### src/rtl/gpio_pkg.sv
// gpio_pkg
//   Shared definitions for the GPIO pad-side logic: pin mode encodings of the
//   2-bit per-pin field in the GPIO control register, the maximum pin count
//   and a helper that extracts one pin's mode field.
//   Build option: GPIO_DEBOUNCE_EN (used by gpio_in_filter) enables the
//   input debounce counters.
package gpio_pkg;

    typedef logic [1:0] gpio_mode_t;

    localparam int GPIO_MAX_NUM = 16;

    localparam gpio_mode_t GPIO_MODE_HIZ = 2'b00;
    localparam gpio_mode_t GPIO_MODE_OUT = 2'b01;
    localparam gpio_mode_t GPIO_MODE_IN  = 2'b10;
    localparam gpio_mode_t GPIO_MODE_RSV = 2'b11;

    // Mode field of pin idx inside the control register image.
    function automatic gpio_mode_t pin_mode(input logic [31:0] ctrl, input int idx);
        return ctrl[2*idx +: 2];
    endfunction

endpackage

### src/rtl/gpio_in_filter.sv
// gpio_in_filter
//   Single-pin input conditioning: synchroniser, optional debounce and
//   edge outputs derived from the accepted (stable) level.
//   Build option: GPIO_DEBOUNCE_EN
//     defined   : 2-flop synchroniser followed by a debounce counter; a new
//                 level is accepted after DEBOUNCE_CYCLES consecutive
//                 synchronised samples; pad-to-stable latency 2+DEBOUNCE_CYCLES.
//     undefined : no counter; the stable flop is the second synchroniser
//                 stage, so pad-to-stable latency is 2 edges.
//   Ports:
//     clk, rst  : clock, synchronous active-high reset
//     pad_i     : raw asynchronous pad input
//     stable_o  : accepted level (registered)
//     rise_o    : stable level goes 0->1 at the coming clock edge
//     fall_o    : stable level goes 1->0 at the coming clock edge
module gpio_in_filter
    import gpio_pkg::*;
#(
    parameter int DEBOUNCE_CYCLES = 4
) (
    input  logic clk,
    input  logic rst,
    input  logic pad_i,
    output logic stable_o,
    output logic rise_o,
    output logic fall_o
);

    logic sync1_q, sync1_d;
    logic stable_q, stable_d;

`ifdef GPIO_DEBOUNCE_EN
    localparam int CNT_W = $clog2(DEBOUNCE_CYCLES) + 1;
    localparam logic [CNT_W-1:0] CNT_LAST = CNT_W'(DEBOUNCE_CYCLES - 1);

    logic             sync2_q, sync2_d;
    logic [CNT_W-1:0] cnt_q, cnt_d;

    always_comb begin
        sync1_d  = pad_i;
        sync2_d  = sync1_q;
        stable_d = stable_q;
        cnt_d    = cnt_q;
        if (sync2_q == stable_q) begin
            // Back at (or still at) the accepted level: any partial run restarts.
            cnt_d = '0;
        end else if (cnt_q == CNT_LAST) begin
            stable_d = sync2_q;
            cnt_d    = '0;
        end else begin
            cnt_d = cnt_q + 1'b1;
        end
    end

    always_ff @(posedge clk) begin
        if (rst) begin
            sync1_q  <= 1'b0;
            sync2_q  <= 1'b0;
            stable_q <= 1'b0;
            cnt_q    <= '0;
        end else begin
            sync1_q  <= sync1_d;
            sync2_q  <= sync2_d;
            stable_q <= stable_d;
            cnt_q    <= cnt_d;
        end
    end
`else
    // Without debounce the stable flop doubles as the second synchroniser
    // stage, giving a 2-edge pad-to-output latency.
    logic unused_cfg;
    assign unused_cfg = (DEBOUNCE_CYCLES < 1);

    always_comb begin
        sync1_d  = pad_i;
        stable_d = sync1_q;
    end

    always_ff @(posedge clk) begin
        if (rst) begin
            sync1_q  <= 1'b0;
            stable_q <= 1'b0;
        end else begin
            sync1_q  <= sync1_d;
            stable_q <= stable_d;
        end
    end
`endif

    // Edges are reported combinationally from the next stable value so the
    // pending flop in the top level updates on the same edge as stable_q.
    assign stable_o = stable_q;
    assign rise_o   = stable_d & ~stable_q;
    assign fall_o   = ~stable_d & stable_q;

endmodule

### src/rtl/gpio_pad_ctrl.sv
// gpio_pad_ctrl
//   Pad-side counterpart of the GPIO register block. Decodes the per-pin mode
//   from reg_ctrl into registered pad output / output-enable lines, returns
//   conditioned pad levels on io_in_o, and keeps per-pin edge-interrupt
//   pending bits (write-1-to-clear) with an OR-ed interrupt request.
//   Build option: GPIO_DEBOUNCE_EN selects debounced inputs (see gpio_in_filter).
//   Ports:
//     clk, rst        : clock, synchronous active-high reset
//     reg_ctrl        : control image, pin i mode in [2i+1:2i]
//                       (00 hi-Z, 01 output, 10 input, 11 treated as hi-Z)
//     reg_data        : data image, bit i drives pin i in output mode
//     io_pad_i        : raw pad inputs
//     io_pad_o/io_oe_o: registered pad value / output enable
//     io_in_o         : conditioned input levels (all pins, any mode)
//     irq_rise_en_i   : per-pin rising-edge interrupt enable
//     irq_fall_en_i   : per-pin falling-edge interrupt enable
//     irq_clr_i       : per-pin clear pulses for pending bits
//     irq_pend_o      : pending bits
//     int_o           : OR of pending bits
module gpio_pad_ctrl
    import gpio_pkg::*;
#(
    parameter int GPIO_NUM        = 16,
    parameter int DEBOUNCE_CYCLES = 4
) (
    input  logic                clk,
    input  logic                rst,
    input  logic [31:0]         reg_ctrl,
    input  logic [31:0]         reg_data,
    input  logic [GPIO_NUM-1:0] io_pad_i,
    output logic [GPIO_NUM-1:0] io_pad_o,
    output logic [GPIO_NUM-1:0] io_oe_o,
    output logic [GPIO_NUM-1:0] io_in_o,
    input  logic [GPIO_NUM-1:0] irq_rise_en_i,
    input  logic [GPIO_NUM-1:0] irq_fall_en_i,
    input  logic [GPIO_NUM-1:0] irq_clr_i,
    output logic [GPIO_NUM-1:0] irq_pend_o,
    output logic                int_o
);

    logic [GPIO_NUM-1:0] pad_q, pad_d;
    logic [GPIO_NUM-1:0] oe_q, oe_d;
    logic [GPIO_NUM-1:0] pend_q, pend_d;
    logic [GPIO_NUM-1:0] in_stable, in_rise, in_fall;

    // Control/data bits of pins at or above GPIO_NUM are ignored.
    logic unused_regs;
    assign unused_regs = ^{reg_ctrl, reg_data};

    for (genvar g = 0; g < GPIO_NUM; g++) begin : g_pin
        gpio_in_filter #(
            .DEBOUNCE_CYCLES(DEBOUNCE_CYCLES)
        ) u_in_filter (
            .clk      (clk),
            .rst      (rst),
            .pad_i    (io_pad_i[g]),
            .stable_o (in_stable[g]),
            .rise_o   (in_rise[g]),
            .fall_o   (in_fall[g])
        );
    end

    always_comb begin
        oe_d   = '0;
        pad_d  = '0;
        pend_d = pend_q;
        for (int i = 0; i < GPIO_NUM; i++) begin
            // Only mode 01 drives; hi-Z, input and reserved all release the pad.
            oe_d[i]  = (pin_mode(reg_ctrl, i) == GPIO_MODE_OUT);
            pad_d[i] = (pin_mode(reg_ctrl, i) == GPIO_MODE_OUT) & reg_data[i];
            // A qualifying edge wins over a coincident clear.
            if ((pin_mode(reg_ctrl, i) == GPIO_MODE_IN) &&
                ((in_rise[i] && irq_rise_en_i[i]) || (in_fall[i] && irq_fall_en_i[i]))) begin
                pend_d[i] = 1'b1;
            end else if (irq_clr_i[i]) begin
                pend_d[i] = 1'b0;
            end
        end
    end

    always_ff @(posedge clk) begin
        if (rst) begin
            pad_q  <= '0;
            oe_q   <= '0;
            pend_q <= '0;
        end else begin
            pad_q  <= pad_d;
            oe_q   <= oe_d;
            pend_q <= pend_d;
        end
    end

    assign io_pad_o   = pad_q;
    assign io_oe_o    = oe_q;
    assign io_in_o    = in_stable;
    assign irq_pend_o = pend_q;
    assign int_o      = |pend_q;

endmodule

### config.mk
export PLATFORM = sky130hd
export DESIGN_NAME = gpio_pad_ctrl
export DESIGN_NICKNAME = d
export VERILOG_FILES = /design/src/rtl/gpio_pkg.sv /design/src/rtl/gpio_in_filter.sv /design/src/rtl/gpio_pad_ctrl.sv
export SDC_FILE = /design/constraint.sdc
export NUM_CORES = 1
export LEC_CHECK = 0
export ABC_CLOCK_PERIOD_IN_PS = 1490
export BUFFER_PORTS_ARGS = -buffer_cell sky130_fd_sc_hd__clkbuf_2
export CORE_MARGIN = 1
export CORE_UTILIZATION = 40
export CTS_CLUSTER_SIZE = 20
export DETAILED_ROUTE_END_ITERATION = 16
export PLACE_DENSITY = 0.77
export RECOVER_POWER = 25
export SLEW_MARGIN = 20
export SYNTH_ARGS = -nofsm -noshare
export SYNTH_HDL_FRONTEND = slang
export SYNTH_SLANG_ARGS = --single-unit
### constraint.sdc
create_clock -name clk -period 1.49 [get_ports clk]
set_input_delay 0.298 -clock clk [delete_from_list [all_inputs] [get_ports clk]]
set_output_delay 0.298 -clock clk [all_outputs]
set_load 0.005 [all_outputs]
==> PnR_summary.wiki, run 1 <==
{| class="wikitable"
! Metric !! Value
|-
| Status || finished, violations left
|-
| Failing checks || negative setup slack
|-
| Ranking of synthesized cells by area || sky130_fd_sc_hd__dfxtp_1, sky130_fd_sc_hd__nand3b_1, sky130_fd_sc_hd__nor2b_1, sky130_fd_sc_hd__nor3b_4, sky130_fd_sc_hd__a211o_1
|-
| Peak per-stage delay on the critical path || 0.34 ns
|-
| Top post-synthesis cells by count || sky130_fd_sc_hd__dfxtp_1, sky130_fd_sc_hd__nor2b_1, sky130_fd_sc_hd__nand3b_1
|-
| Worst EP arrival || 1.27 ns
|-
| Relative max-transition margin || 0.591
|-
| Minimum hold slack || 0.153 ns
|-
| Total nets after synthesis || 398
|-
| Sort of element at the start of the critical path || flop
|-
| All-layer global routing usage || 0.169
|-
| Per-cell via count in the routed design || 4.54
|-
| Post-detailed-route count of antenna-violating nets || 0
|-
| Primary flip-flop cell chosen by synthesis mapping || sky130_fd_sc_hd__dfxtp_1
|-
| Ratio of total power to cell area || 1090 nW/um2
|-
| Area fraction of the dominant cell type after synthesis || 0.541
|-
| Root Buffer || sky130_fd_sc_hd__clkbuf_8
|-
| Placed wire-length estimate || 5320 um
|-
| Ports placed on the boundary || 195
|-
| Effective utilization at floorplan || 0.424
|-
| Count of buffer and inverter cells on the critical path || 1
|-
| Max capacitance violation total || 0
|-
| Largest net degree at the start of global routing || 21
|-
| Period utilisation layout || 1.05
|-
| Final number of hold-violating endpoints || 0
|-
| Cell family with most CP delay || simple AND/OR/NAND/NOR gates
|-
| Number of detailed-routing iterations run before antenna repair || 4
|-
| Leakage power total || 1.92 nW
|-
| Share of cells above drive strength 1 || 0.467
|-
| Count of synthesis-stage warnings from yosys || 0
|-
| Number of register bits inferred by synthesis || 80
|-
| Initial antenna violation count || 0
|-
| Fill cell instance count of the final layout || 654
|-
| Cell with the most instances after synthesis || sky130_fd_sc_hd__dfxtp_1
|-
| Clock transition at the registers of the reported paths || 0.08 ns
|-
| Footprint of the multi-input gates || 1120 um2
|-
| Number of standard cells in the layout, taps in and fillers out || 539
|-
| Area of all placed cells without fillers || 4030 um2
|-
| Leftover overflow at the end of global routing || 0
|-
| Hold WC Path Type || input pin to flop
|-
| Clk buf depth || 2
|-
| EDFF count, synth || 0
|-
| DR WL/cell || 12.3 um
|-
| Max IR drop VDD || 0.000422 V
|-
| Diode count || 0
|-
| Unique cell type count in the Yosys netlist || 20
|-
| Number of setup buffers added after CTS || 0
|-
| Total clock buffers created by CTS || 9
|-
| Sequential fraction of the synthesis area || 0.541
|-
| Die Outline Area || 7740 um2
|-
| Total detailed-routing wirelength || 6650 um
|-
| Layout net count || 569
|-
| Number of global-route vias before repair || 2,272
|-
| Routability cong. || 0.747
|-
| FF/Latch Area || 1610 um2
|-
| Max H-tree Level || 3
|-
| Tmin final || 1.56 ns
|-
| Critical path data required time || 1.19 ns
|-
| Clock latency on the worst-skew pair || 0.33 ns
|-
| Fmax || 639 MHz
|-
| Slack of the critical path || -0.0744 ns
|-
| Share of flip-flops with an asynchronous set or reset || 0
|-
| Critical path fanouts, max || 3
|-
| DRC violation total after the first TritonRoute iteration || 28
|-
| Final worst clock skew || 0.00735 ns
|-
| Unrepaired setup endpoints after global routing || true
|-
| Worst Path Class, Setup || flop to output port
|-
| Buffers added on ports || 178
|-
| Row count || 30
|-
| Cell type with the highest aggregate area in the netlist || sky130_fd_sc_hd__dfxtp_1
|-
| Post-synthesis to final-layout area growth || 36.3%
|-
| Total cell area at the placement stage || 3850 um2
|-
| CP cell instances || nor4_4 > nand4_1 > clkbuf_2
|-
| Sink count of the clock tree || 80
|-
| Core region area || 6980 um2
|-
| Overall via count from detail_route || 2,446
|-
| Wire length of the first global-routing pass || 9830 um
|-
| Crit. End Element || output port
|-
| CTS tree || yes
|-
| Average size of a mapped cell || 11.0 um2
|-
| Residual DRC || 0
|-
| Number of max-slew violations in the final report || 0
|-
| Synth Instances || 268
|-
| Placed Instances || 524
|-
| Hold buffer count at cts || 0
|-
| Final setup violation count || 1
|-
| Actual slew at the worst max-slew pin || 0.614 ns
|-
| X dimension of the die || 88.0 um
|-
| Standard cell with the maximum stage delay on the critical path || sky130_fd_sc_hd__dfxtp_2
|-
| Post-synthesis instance area || 2960 um2
|-
| Height of the die || 88.0 um
|}
## flip-flops by register name (all words and copies together), names as in the netlist
signal,count
io_oe_o,16
g_pin.u_in_filter.stable_d,16
g_pin.u_in_filter.stable_o,16
io_pad_o,16
irq_pend_o,16
## timing repair
action	in CTS	in global routing
endpoints found under the setup margin	1	1
pin swaps	3	3
resized for setup	7	4
## path summary, 6_finish.rpt
path	start	slack, ns	cells past startpoint	to
setup / recovery	irq_pend_o[12]$_SDFFE_PP0P_	-0.07	3	int_o
hold / removal	reg_ctrl[19]	0.15	2	io_oe_o[9]$_SDFF_PP0_
setup reg to reg	g_pin[3].u_in_filter.stable_o$_SDFF_PP0_	0.47	3	irq_pend_o[3]$_SDFFE_PP0P_
hold reg to reg	g_pin[1].u_in_filter.stable_d$_SDFF_PP0_	0.47	1	g_pin[1].u_in_filter.stable_o$_SDFF_PP0_
## cell type report
class,count,area share
clock buffers,12,0.0385
clock inverters,3,0.0161
inverters,15,0.0140
multi-input cells,150,0.277
flip-flops and latches,80,0.398
well taps,96,0.0298
repair buffers,183,0.226
## worst reg2reg max path, stage by stage, from the launching register on
cell,delay (ns)
sky130_fd_sc_hd__dfxtp_1,0.33
sky130_fd_sc_hd__nand3b_1,0.17
sky130_fd_sc_hd__a211o_1,0.31
sky130_fd_sc_hd__a21oi_1,0.14
## per-layer routing
metal  part of all wire  wire length (um)  vias up  global-route usage
met5                  0                 0        -                   0
met4              0.014                90        0              0.0760
met3              0.093               620        9              0.0547
met2               0.51              3380      118               0.306
met1               0.38              2560     1094               0.179
li1                   -                 -     1225                   -
## power by group
part           switching [W]  leakage (nW)  total [W]  internal [W]
clock network       0.000710         0.112    0.00174       0.00103
registers          0.0000429         0.658    0.00226       0.00222
logic               0.000157          1.15   0.000394      0.000237
## cell families (layout without fill, tap and decap cells)
logic type | Yosys count | count (layout) | synth area share
and+or+nand+nor | 118 | 118 | 0.305
buffers and inverters | 38 | 213 | 0.0787
AOI/OAI and AO/OA | 32 | 32 | 0.0749
DFF | 80 | 80 | 0.541
## placed cells by master (no fill, tap or decap)
master / instances
sky130_fd_sc_hd__clkbuf_2: 179
sky130_fd_sc_hd__dfxtp_1: 76
sky130_fd_sc_hd__nor2b_1: 32
sky130_fd_sc_hd__nand3b_1: 30
sky130_fd_sc_hd__and2_1: 16
sky130_fd_sc_hd__nand2b_1: 15
sky130_fd_sc_hd__inv_1: 15
sky130_fd_sc_hd__a211o_1: 15
sky130_fd_sc_hd__a21oi_1: 15
sky130_fd_sc_hd__nor3b_1: 12
sky130_fd_sc_hd__clkbuf_8: 11
sky130_fd_sc_hd__nor3b_4: 5
sky130_fd_sc_hd__clkbuf_1: 5
sky130_fd_sc_hd__dfxtp_2: 4
sky130_fd_sc_hd__nor4_4: 3
sky130_fd_sc_hd__nand2_1: 2
sky130_fd_sc_hd__bufinv_16: 2
sky130_fd_sc_hd__nor4_2: 1
sky130_fd_sc_hd__nand4_1: 1
sky130_fd_sc_hd__o22ai_1: 1
sky130_fd_sc_hd__nor2_1: 1
sky130_fd_sc_hd__a31o_2: 1
sky130_fd_sc_hd__clkinv_2: 1
## metrics by stage
| step | setup WS (ns) | utilization | TNS [ns] | total power (W) |
|---|---|---|---|---|
| 4_1_cts | -0.108 | 0.589 | -0.108 | 0.00447 |
| 3_5_place_dp | 0.126 | 0.552 | 0 | 0.00273 |
| 2_1_floorplan | 0.497 | - | 0 | 0.00249 |
| 6_report | -0.0744 | 0.578 | -0.0744 | 0.00439 |
| 3_3_place_gp | 0.118 | 0.552 | 0 | 0.00271 |
| 5_1_grt | -0.177 | 0.578 | -0.237 | 0.00459 |
Power figures use the tool's default switching activity.
==> inputs of run 2 (changes only) <==
--- a/config.mk
+++ b/config.mk
@@ -7,11 +7,12 @@
 export LEC_CHECK = 0
 export ABC_CLOCK_PERIOD_IN_PS = 1490
 export BUFFER_PORTS_ARGS = -buffer_cell sky130_fd_sc_hd__clkbuf_2
+export CAP_MARGIN = 10
 export CORE_MARGIN = 1
 export CORE_UTILIZATION = 40
 export CTS_CLUSTER_SIZE = 20
 export DETAILED_ROUTE_END_ITERATION = 16
-export PLACE_DENSITY = 0.77
+export PLACE_DENSITY = 0.73
 export RECOVER_POWER = 25
 export SLEW_MARGIN = 20
 export SYNTH_ARGS = -nofsm -noshare
==> run 2 against run 1 <==
  * The run still ends with negative setup slack left
  * Clock-buffer cell count fell by 2
  * Final area fell by 2.8%
  * Clock skew fell by 0.0028 ns
  * Critical path type unchanged
  * Worst setup slack got worse by 0.0041 ns
  * Highest routed layer unchanged
  * Clock power fell by 16%
  * First-iteration DRC count fell by 14%
  * Core utilization fell by 1.6 points
  * Largest cell class unchanged
  * Cell count fell by 0.56%
==> PnR_summary.wiki, run 2 (same netlist as run 1, synthesis figures left out) <==
{| class="wikitable"
! Metric !! Value
|-
| Status || finished, violations left
|-
| Failing checks || negative setup slack
|-
| X dimension of the die || 88.0 um (unchanged)
|-
| Length of routed wiring on met1 || 2600 um (+1.7%)
|-
| Peak per-stage delay on the critical path || 0.34 ns (about the same)
|-
| Relative max-transition margin || 0.558 (-0.0325)
|-
| Unrepaired setup endpoints after global routing || true
|-
| Sink count of the clock tree || 80 (unchanged)
|-
| Worst Hold Path Cells || 2 (unchanged)
|-
| Wire length of the first global-routing pass || 9960 um (+1.3%)
|-
| Met2 wire length || 3260 um (-3.5%)
|-
| Slack of the critical path || -0.0785 ns (-0.00411 ns)
|-
| Number of detailed-routing iterations run before antenna repair || 3 (-1)
|-
| Top layer in use || met4
|-
| Largest net degree at the start of global routing || 34 (+62%)
|-
| Worst EP arrival || 1.27 ns (about the same)
|-
| Total clock buffers created by CTS || 9 (unchanged)
|-
| Tmin final || 1.57 ns (+0.00411 ns)
|-
| Hold WC Path Type || input pin to flop
|-
| Row count || 30 (unchanged)
|-
| Actual slew at the worst max-slew pin || 0.663 ns (+0.0487 ns)
|-
| Root Buffer || sky130_fd_sc_hd__clkbuf_8
|-
| Die Outline Area || 7740 um2 (unchanged)
|-
| Period utilisation layout || 1.05 (+0.00276)
|-
| Length of routed met3 wiring || 662 um (+6.8%)
|-
| Fmax || 638 MHz (-0.26%)
|-
| Final worst clock skew || 0.00455 ns (-0.00280 ns)
|-
| Post-detailed-route count of antenna-violating nets || 0 (unchanged)
|-
| Overall via count from detail_route || 2,411 (-1.4%)
|-
| All-layer global routing usage || 0.172 (+0.00262)
|-
| Initial antenna violation count || 0 (unchanged)
|-
| Critical path data required time || 1.19 ns (about the same)
|-
| Clock latency on the worst-skew pair || 0.33 ns (about the same)
|-
| DRC violation total after the first TritonRoute iteration || 24 (-14%)
|-
| Minimum hold slack || 0.144 ns (-0.00865 ns)
|-
| Part of the power in combinational logic || 0.091 (about the same)
|-
| CP cell instances || nor4_4 > nand4_1 > clkbuf_2
|-
| Layout net count || 567 (-0.35%)
|-
| Per-cell via count in the routed design || 4.50 (-0.88%)
|-
| Share of cells above drive strength 1 || 0.459 (-0.00818)
|-
| Post-synthesis to final-layout area growth || 32.5%
|-
| Total detailed-routing wirelength || 6630 um (-0.29%)
|-
| Standard cell with the maximum stage delay on the critical path || sky130_fd_sc_hd__dfxtp_2
|-
| Diode count || 0 (unchanged)
|-
| Leftover overflow at the end of global routing || 0 (unchanged)
|-
| Relative contribution of sequential cells to total power || 0.552 (+0.037)
|-
| Effective utilization at floorplan || 0.424 (unchanged)
|-
| Placed wire-length estimate || 5320 um (about the same)
|-
| Routability cong. || 0.702 (-6.1%)
|-
| Most frequent standard cell in the layout excluding fill and tap cells || sky130_fd_sc_hd__clkbuf_2
|-
| Number of standard cells in the layout, taps in and fillers out || 536 (-0.56%)
|-
| Final setup violation count || 1 (unchanged)
|-
| Ports placed on the boundary || 195 (unchanged)
|-
| Max H-tree Level || 3 (unchanged)
|-
| Ratio of total power to cell area || 1040 nW/um2 (-4.0%)
|-
| Crit. End Element || output port
|-
| Number of global-route vias before repair || 2,256 (-0.70%)
|-
| Commonest cells after routing, fill and taps aside || sky130_fd_sc_hd__clkbuf_2, sky130_fd_sc_hd__dfxtp_1, sky130_fd_sc_hd__nor2b_1
|-
| Clock transition at the registers of the reported paths || 0.07 ns (about the same)
|-
| Height of the die || 88.0 um (unchanged)
|-
| Residual DRC || 0 (unchanged)
|-
| Max IR drop VDD || 0.000557 V (+32%)
|-
| Clock power frac || 0.357 (-0.038)
|-
| Internal power || 0.00319 W (-8.2%)
|-
| Worst Path Class, Setup || flop to output port
|-
| Leakage power total || 1.87 nW (-2.7%)
|-
| Max capacitance violation total || 0 (unchanged)
|-
| Switching power total || 0.000900 W (-1.1%)
|-
| Sort of element at the start of the critical path || flop
|-
| Total cell area at the placement stage || 3830 um2 (-0.58%)
|-
| Number of max-slew violations in the final report || 0 (unchanged)
|-
| Critical path fanouts, max || 2 (-1)
|-
| Final number of hold-violating endpoints || 0 (unchanged)
|-
| Clk buf depth || 2 (unchanged)
|-
| Net switching share of the total power || 0.220 (+0.0124)
|-
| Placed Instances || 521 (-0.57%)
|-
| Core region area || 6980 um2 (unchanged)
|-
| Area of all placed cells without fillers || 3920 um2 (-2.8%)
|-
| FF-to-FF path depth || 3 (unchanged)
|-
| DR WL/cell || 12.4 um (+0.27%)
|-
| Layout Utilization || 0.561 (-0.0163)
|-
| Buffers added on ports || 178 (unchanged)
|-
| Hold buffer count at cts || 0 (unchanged)
|-
| CTS tree || yes
|}
-- run 2: cell types whose count changed in the layout (fill, tap and decap cells not counted), sizes merged --
cell / delta
clkbuf: -5
buf: +1
bufinv: -1
clkinv: +1
clkinvlp: +1
-- run 2: per-stage QoR --
stage	total power, W	setup slack (ns)	setup TNS [ns]
4_1_cts	0.00421	-0.0785	-0.0785
6_report	0.00409	-0.0785	-0.0785
3_5_place_dp	0.00272	0.133	0
5_1_grt	0.00432	-0.177	-0.177
2_1_floorplan	0.00249	0.497	0
3_3_place_gp	0.00271	0.148	0
-- run 2: worst max-delay path: cells and delay by family (launching register included) --
family | cells | cell delay [ns]
buffers and inverters | 1 | 0.14
and+or+nand+nor | 2 | 0.46
DFF | 1 | 0.34
-- run 2: cell type report --
cell class	count	area, um2
clock inverter	4	47.5
timing repair buffer	181	907
tap	96	120
fill	659	3060
inverter	15	56.3
multi-input combinational	150	1050
clock buffer	10	128
sequential	80	1610
-- run 2: per-layer routing --
metal  track usage  vias to the layer above
met5             0                        -
met4         0.101                        0
met3        0.0650                       10
li1              -                     1219
met1         0.180                     1068
met2         0.294                      114
-- run 2: path summary, 6_finish.rpt --
path | slack (ns) | to | start
setup / recovery | -0.08 | int_o | irq_pend_o[9]$_SDFFE_PP0P_
hold / removal | 0.14 | io_oe_o[3]$_SDFF_PP0_ | reg_ctrl[7]
hold reg to reg | 0.47 | g_pin[0].u_in_filter.stable_o$_SDFF_PP0_ | g_pin[0].u_in_filter.stable_d$_SDFF_PP0_
setup reg to reg | 0.48 | irq_pend_o[6]$_SDFFE_PP0P_ | g_pin[6].u_in_filter.stable_o$_SDFF_PP0_
-- run 2: power groups by stage --
stage	combinational [W]	sequential [W]	clock, W
after floorplan	0.000190	0.00230	0
after global placement	0.000407	0.00230	0
after detailed placement	0.000413	0.00230	0
after CTS	0.000421	0.00226	0.00153
after global routing	0.000418	0.00227	0.00163
final	0.000373	0.00226	0.00146
-- run 2: timing repair --
item,CTS,global route
pin swaps,5,0
gates resized for setup,10,0
endpoints found under the hold margin,0,0
setup endpoints to repair,1,1
setup buffers,1,0
